===== config.mk =====
export PLATFORM = sky130hd
export DESIGN_NAME = nibble_add_seq
export DESIGN_NICKNAME = d
export VERILOG_FILES = /design/src/rtl/nibble_add_seq.sv
export SDC_FILE = /design/constraint.sdc
export NUM_CORES = 1
export LEC_CHECK = 0
export CORE_UTILIZATION = 40
export CTS_BUF_LIST = sky130_fd_sc_hd__clkbuf_4
export DETAILED_ROUTE_END_ITERATION = 6
export GPL_ROUTABILITY_DRIVEN = 0
export PLACE_DENSITY = 0.61
export SETUP_SLACK_MARGIN = 0.15
export SYNTH_ARGS = -nofsm -noshare
export SYNTH_HDL_FRONTEND = slang
export SYNTH_SLANG_ARGS = --single-unit

===== constraint.sdc =====
create_clock -name clk -period 3.2 [get_ports clk]
set_clock_uncertainty 0.1 [all_clocks]
set_input_delay 0.32 -clock clk [delete_from_list [all_inputs] [get_ports clk]]
set_output_delay 0.32 -clock clk [all_outputs]
set_load 0.01 [all_outputs]

===== src/rtl/nibble_add_seq.sv =====
// Wide adder that time-shares a single 4-bit ripple-carry adder, one nibble per
// cycle, LSB first, with a start/busy/done handshake.
`timescale 1ns/1ps

module full_add (
  input  logic a,
  input  logic b,
  input  logic ci,
  output logic s,
  output logic co
);
  assign s  = a ^ b ^ ci;
  assign co = (a & b) | (ci & (a ^ b));
endmodule

module r_c_addr (
  input  logic [3:0] i0,
  input  logic [3:0] i1,
  input  logic       cin,
  output logic [3:0] o,
  output logic       cout
);
  logic [4:0] c;

  assign c[0] = cin;
  assign cout = c[4];

  full_add u_fa [3:0] (.a(i0), .b(i1), .ci(c[3:0]), .s(o), .co(c[4:1]));
endmodule

module nibble_add_seq #(
  parameter int NIBBLES = 4
) (
  input  logic                 clk,
  input  logic                 reset,
  input  logic                 start,
  input  logic [4*NIBBLES-1:0] a,
  input  logic [4*NIBBLES-1:0] b,
  input  logic                 cin,
  output logic                 busy,
  output logic                 done,
  output logic [4*NIBBLES-1:0] sum,
  output logic                 cout,
  output logic                 ovf
);
  localparam int W  = 4 * NIBBLES;
  localparam int CW = $clog2(NIBBLES);

  typedef enum logic [1:0] {IDLE, RUN, DONE} state_t;

  state_t         state, state_nx;
  logic [W-1:0]   a_sh, b_sh, psum;
  logic           carry;
  logic [CW-1:0]  cnt;
  logic [1:0]     msb_ab;
  logic [3:0]     nib;
  logic           nib_co;
  logic           last;

  r_c_addr u_add (
    .i0  (a_sh[3:0]),
    .i1  (b_sh[3:0]),
    .cin (carry),
    .o   (nib),
    .cout(nib_co)
  );

  assign last = (state == RUN) && (cnt == CW'(NIBBLES - 1));

  always_ff @(posedge clk or posedge reset) begin
    if (reset) state <= IDLE;
    else       state <= state_nx;
  end

  always_comb begin
    state_nx = state;
    busy     = 1'b0;
    done     = 1'b0;
    case (state)
      IDLE: if (start) state_nx = RUN;
      RUN: begin
        busy = 1'b1;
        if (last) state_nx = DONE;
      end
      DONE: begin
        busy     = 1'b1;
        done     = 1'b1;
        state_nx = IDLE;
      end
      default: state_nx = IDLE;
    endcase
  end

  // Result registers move only on the final nibble so sum/cout/ovf stay
  // stable while a following operation is still running.
  always_ff @(posedge clk or posedge reset) begin
    if (reset) begin
      a_sh   <= '0;
      b_sh   <= '0;
      psum   <= '0;
      carry  <= 1'b0;
      cnt    <= '0;
      msb_ab <= '0;
      sum    <= '0;
      cout   <= 1'b0;
      ovf    <= 1'b0;
    end else if (state == IDLE && start) begin
      a_sh   <= a;
      b_sh   <= b;
      carry  <= cin;
      cnt    <= '0;
      msb_ab <= {a[W-1], b[W-1]};
    end else if (state == RUN) begin
      psum  <= {nib, psum[W-1:4]};
      carry <= nib_co;
      a_sh  <= a_sh >> 4;
      b_sh  <= b_sh >> 4;
      cnt   <= cnt + CW'(1);
      if (last) begin
        sum  <= {nib, psum[W-1:4]};
        cout <= nib_co;
        ovf  <= (msb_ab[1] == msb_ab[0]) && (nib[3] != msb_ab[1]);
      end
    end
  end
endmodule


; ---- Yosys cells after proc, flatten, opt, wreduce, memory -nomap -nowiden
; Cells that the tools add are included.
[totals]
register_bits = 73
in_bits = 36
output_inout_bits = 20
word_cells = 61
[classes]
n_addsub = 1
n_eq_ne = 7
muxes = 13
bitwise = 21
reduce_logical = 9
[ops]
columns = cell, count
row1 = 16-bit 2-to-1 mux, 4
row2 = 1-bit bitwise AND, 8
row3 = 2-bit 2-to-1 mux, 4
row4 = 1-bit bitwise XOR, 8
row5 = 2-bit == test (second input constant), 2
row6 = 1-bit 2-to-1 mux, 4
row7 = 2-bit inequality test (second input constant), 2
row8 = 1-bit bitwise OR, 4
row9 = 2-bit case mux with 2 select lines, 1
row10 = 2-bit AND reduction, 2
row11 = 1-bit logical AND, 3
row12 = 3-bit AND reduction, 1
row13 = 2-bit by 1-bit adder with 2-bit output (second input constant), 1
row14 = 2-bit by 1-bit == test with 1-bit output (second input constant), 1
row15 = 2-bit logical NOT, 1
row16 = 2-bit nonzero test, 1
row17 = 2-bit OR reduction, 1
row18 = 1-bit == test, 1
row19 = 1-bit inequality test, 1
row20 = 1-bit NOT, 1

; ---- Logic depth before layout (Yosys ltp)
[logic_depth]
ltp_word = 11
ltp_mapped = 10
ltp_nobuf = 10

; ---- Cells and area by module
; A second synthesis with hierarchy kept.
[unflattened]
hier_cells = 239
hier_area_um2 = 3065.4
[by_module_without_submodules]
columns = module, instances, cells_per_inst, area_each_um2, seq_area_each_um2
row1 = nibble_add_seq, 1, 235, 2985.4, 1726.7
row2 = full_add, 4, 1, 20.0, 0.0

; ---- Least setup slack after synthesis
; Ideal clock, no wire load.
[synth_timing]
path_type = register to register
start = register carry
end = register ovf
arrival_time_ns = 2.348
path_slack_ns = 0.688
path_stages_with_launch = 11
n_path_buf = 0
cell_sequence = dfrtp_1 inv_1 fa_1 inv_1 fa_1 fa_1 inv_1 fa_1 or3_1 nand2_1 mux2_4
[synth_via]
elab_chain_len = 9
[synth_lines]
columns = item, line_no
row1 = from (decl), 53  ; logic carry;
row2 = from (signal assigned), 110  ; carry <= cin;
row3 = from (signal assigned), 115  ; carry <= nib_co;
row4 = 1-bit bitwise AND, 13  ; assign co = (a & b) | (ci & (a ^ b));
row5 = 1-bit bitwise OR, 13
row6 = 1-bit bitwise AND, 13
row7 = 1-bit bitwise OR, 13
row8 = 1-bit bitwise AND, 13
row9 = 1-bit bitwise OR, 13
row10 = 1-bit bitwise XOR, 12  ; assign s = a ^ b ^ ci;
row11 = 1-bit inequality test, 122  ; ovf <= (msb_ab[1] == msb_ab[0]) && (nib[3] != msb_ab[1]);
row12 = 1-bit logical AND, 122
row13 = to (signal assigned), 122
row14 = to (decl), 44  ; output logic ovf
; No other way between the ends.
; A chain may end at the register's enable or synchronous reset.

; ---- Worst setup path in the final report
; Ends and elaborated chain as after synthesis.

==> flow_summary.json <==
{
  "tns_ns": 0,
  "synth_cell_types": 28,
  "drtAntennaViolNets": 0,
  "grt_max_degree": 57,
  "dp.cells": 396,
  "drive_gt1_frac": 0.169,
  "synth-main-ff-cell": "dfrtp_1",
  "fin_crit_sh": 0.818,
  "grt_pass1_vias": 1966,
  "p_total_mw": 3.77,
  "slew_headroom": 0.511,
  "yosysTopAreaCellShare": 0.555,
  "grt_use_total": 0.147,
  "drt-pass1-iter-count": 4,
  "ir_worst_vdd_mv": 0.431,
  "die-height_um": 90.2,
  "tightest_slew_ns": 0.732,
  "hp-class": "input pin to asynchronous set/reset pin",
  "vias": 1922,
  "routed_wirelength_mm": 5.27,
  "slew_violations": 0,
  "synth-seq-cells": 69,
  "synth_common_cells": "dfrtp_1, o21ai_0, nand2_1",
  "async_reset_ff_frac": 1.00,
  "yosys_warnings": 0,
  "avgSynthCellArea_um2": 12.3,
  "routedWlPerCell_um": 12.8,
  "ctsHoldBuffers": 0,
  "portBuffers": 55,
  "synthesis.area_mm2": 0.00311,
  "cts_tree": "done",
  "syn2layout_area_growth_pct": 23.2,
  "synth_edf_count": 0,
  "n_fill_cell": 699,
  "cts-resized-gates": 0,
  "synth_most_common_cell": "dfrtp_1",
  "post_cts_buffers": 0,
  "nets": 353,
  "syn_nets": 298,
  "route.detailed.drc": 0,
  "dp_hpwl_mm": 3.58,
  "clockBufferDepth": 2,
  "path_max_fanout": 4,
  "clk_pin_slew_worst_paths_ns": 0.12,
  "p_leak_nw": 1.68,
  "crit_path_start_kind": "register",
  "syn_inst": 253,
  "crit_required_ns": 3.46,
  "initial_core_util": 0.422,
  "antenna_found_initial": 0,
  "dp_slack_ns": 0.598,
  "diodes": 0,
  "end_kind": "register",
  "rsz0062_at_grt": "false",
  "clock_latency_ns": 0.40,
  "ctsHtreeMaxLevel": 3,
  "vias_per_cell": 4.67,
  "grt_overflow": 0,
  "clockRootBuffer": "clkbuf_4",
  "die_w_um": 90.2,
  "hold_viol_final": 0,
  "io_pins": 56,
  "cts_buffers": 9,
  "power_density_mw_per_mm2": 984,
  "crit_type": "register to register",
  "fmax_mhz": 382,
  "setup_ws_ns": 0.582,
  "rows": 31,
  "min_period_ns": 2.62,
  "cts_sinks": 69,
  "cp.arrival_ns": 2.88,
  "setup_viol": 0,
  "coreArea_mm2": 0.00737,
  "grt_pass1_wl_mm": 9.36,
  "first_iter_violations": 66,
  "ys_seq_area_frac": 0.555,
  "yosysTopAreaCell": "dfrtp_1",
  "outcome": "complete, no violations",
  "synth_area_leaders": "dfrtp_1, mux2i_1, mux2_2, o21ai_0, mux2_4",
  "max-cap-violations": 0,
  "final-instance-count-excl-fill": 412,
  "die-area_mm2": 0.00814
}
[metal layers]
metal,global-route usage,routed length (um),vias to the layer above
li1,-,-,966
met4,0.0444,49,0
met2,0.221,2340,48
met5,0,0,-
met3,0.0575,240,4
met1,0.196,2630,904
[stage by stage]
stage | util | hold WS [ns] | cell area, um^2
after floorplan | - | 0.337 | 3110
after global placement | 0.505 | 0.388 | 3720
after detailed placement | 0.505 | 0.392 | 3720
after CTS | 0.520 | 0.252 | 3830
after global routing | 0.520 | 0.288 | 3830
final | 0.520 | 0.256 | 3830
[path summary, 6_finish.rpt]
check                         from        to  slack [ns]  depth (start not counted)
setup / recovery             carry       ovf        0.58                         10
max in group asynchronous    reset  b_sh[12]        2.10                          3
hold reg to reg            psum[6]    sum[2]        0.42                          1
min in group clk             b[14]  b_sh[14]        0.35                          3
setup reg to reg             carry       ovf        0.58                         10
hold / removal               reset    sum[4]        0.26                          2
[worst max-delay path: stages, from the launching register on]
cell and delay [ns]:
dfrtp_1 0.39, inv_1 0.08, fa_1 0.17, inv_1 0.05
fa_1 0.37, fa_1 0.38, inv_1 0.08, fa_1 0.46
or3_1 0.32, nand2_1 0.07, mux2_4 0.13
[registers in the layout (all words and copies together) (netlist names)]
signal / cells
a_sh: 16
b_sh: 16
carry: 1
cnt: 2
cout: 1
msb_ab: 2
ovf: 1
psum: 12
state: 2
sum: 16
[cell type report]
cell class	instances	area, um^2	area share
clock buffer	9	67.6	0.0176
clock inverter	7	42.5	0.0111
inverter	11	41.3	0.0108
multi-input combinational	158	1240	0.323
sequential	69	1730	0.451
tap	99	124	0.0323
timing repair buffer	59	593	0.155
[cells in the final DEF, fill, tap and decap left out, types with 4 or more instances in the layout]
cell	instances
mux2_2	18
clkbuf_4	9
fa_1	4
clkdlybuf4s50_1	55
o21ai_0	35
mux2i_1	25
mux2_4	10
ha_1	4
nand2_1	33
clkinv_2	4
nor2_1	5
dfrtp_1	69
nand2b_1	6
inv_1	10
[where the power goes]
group          switching [mW]  internal (mW)  total [mW]
clock                   0.308          0.153       0.462
sequential              0.249           1.31        1.55
combinational           0.798          0.956        1.75
total                    1.35           2.42        3.77
[cells by family (layout without fill, tap and decap cells)]
kind of cell / count (synthesis) / after routing / synth area share
flops: 69 / 69 / 0.555
mux: 53 / 53 / 0.194
simple gates: 50 / 50 / 0.0764
compound gates: 45 / 45 / 0.0780
buf+inv: 26 / 86 / 0.0482
fa+ha+maj: 9 / 9 / 0.0458
xor+xnor: 1 / 1 / 0.00282
Note: power is estimated with default switching activity, not from simulation.
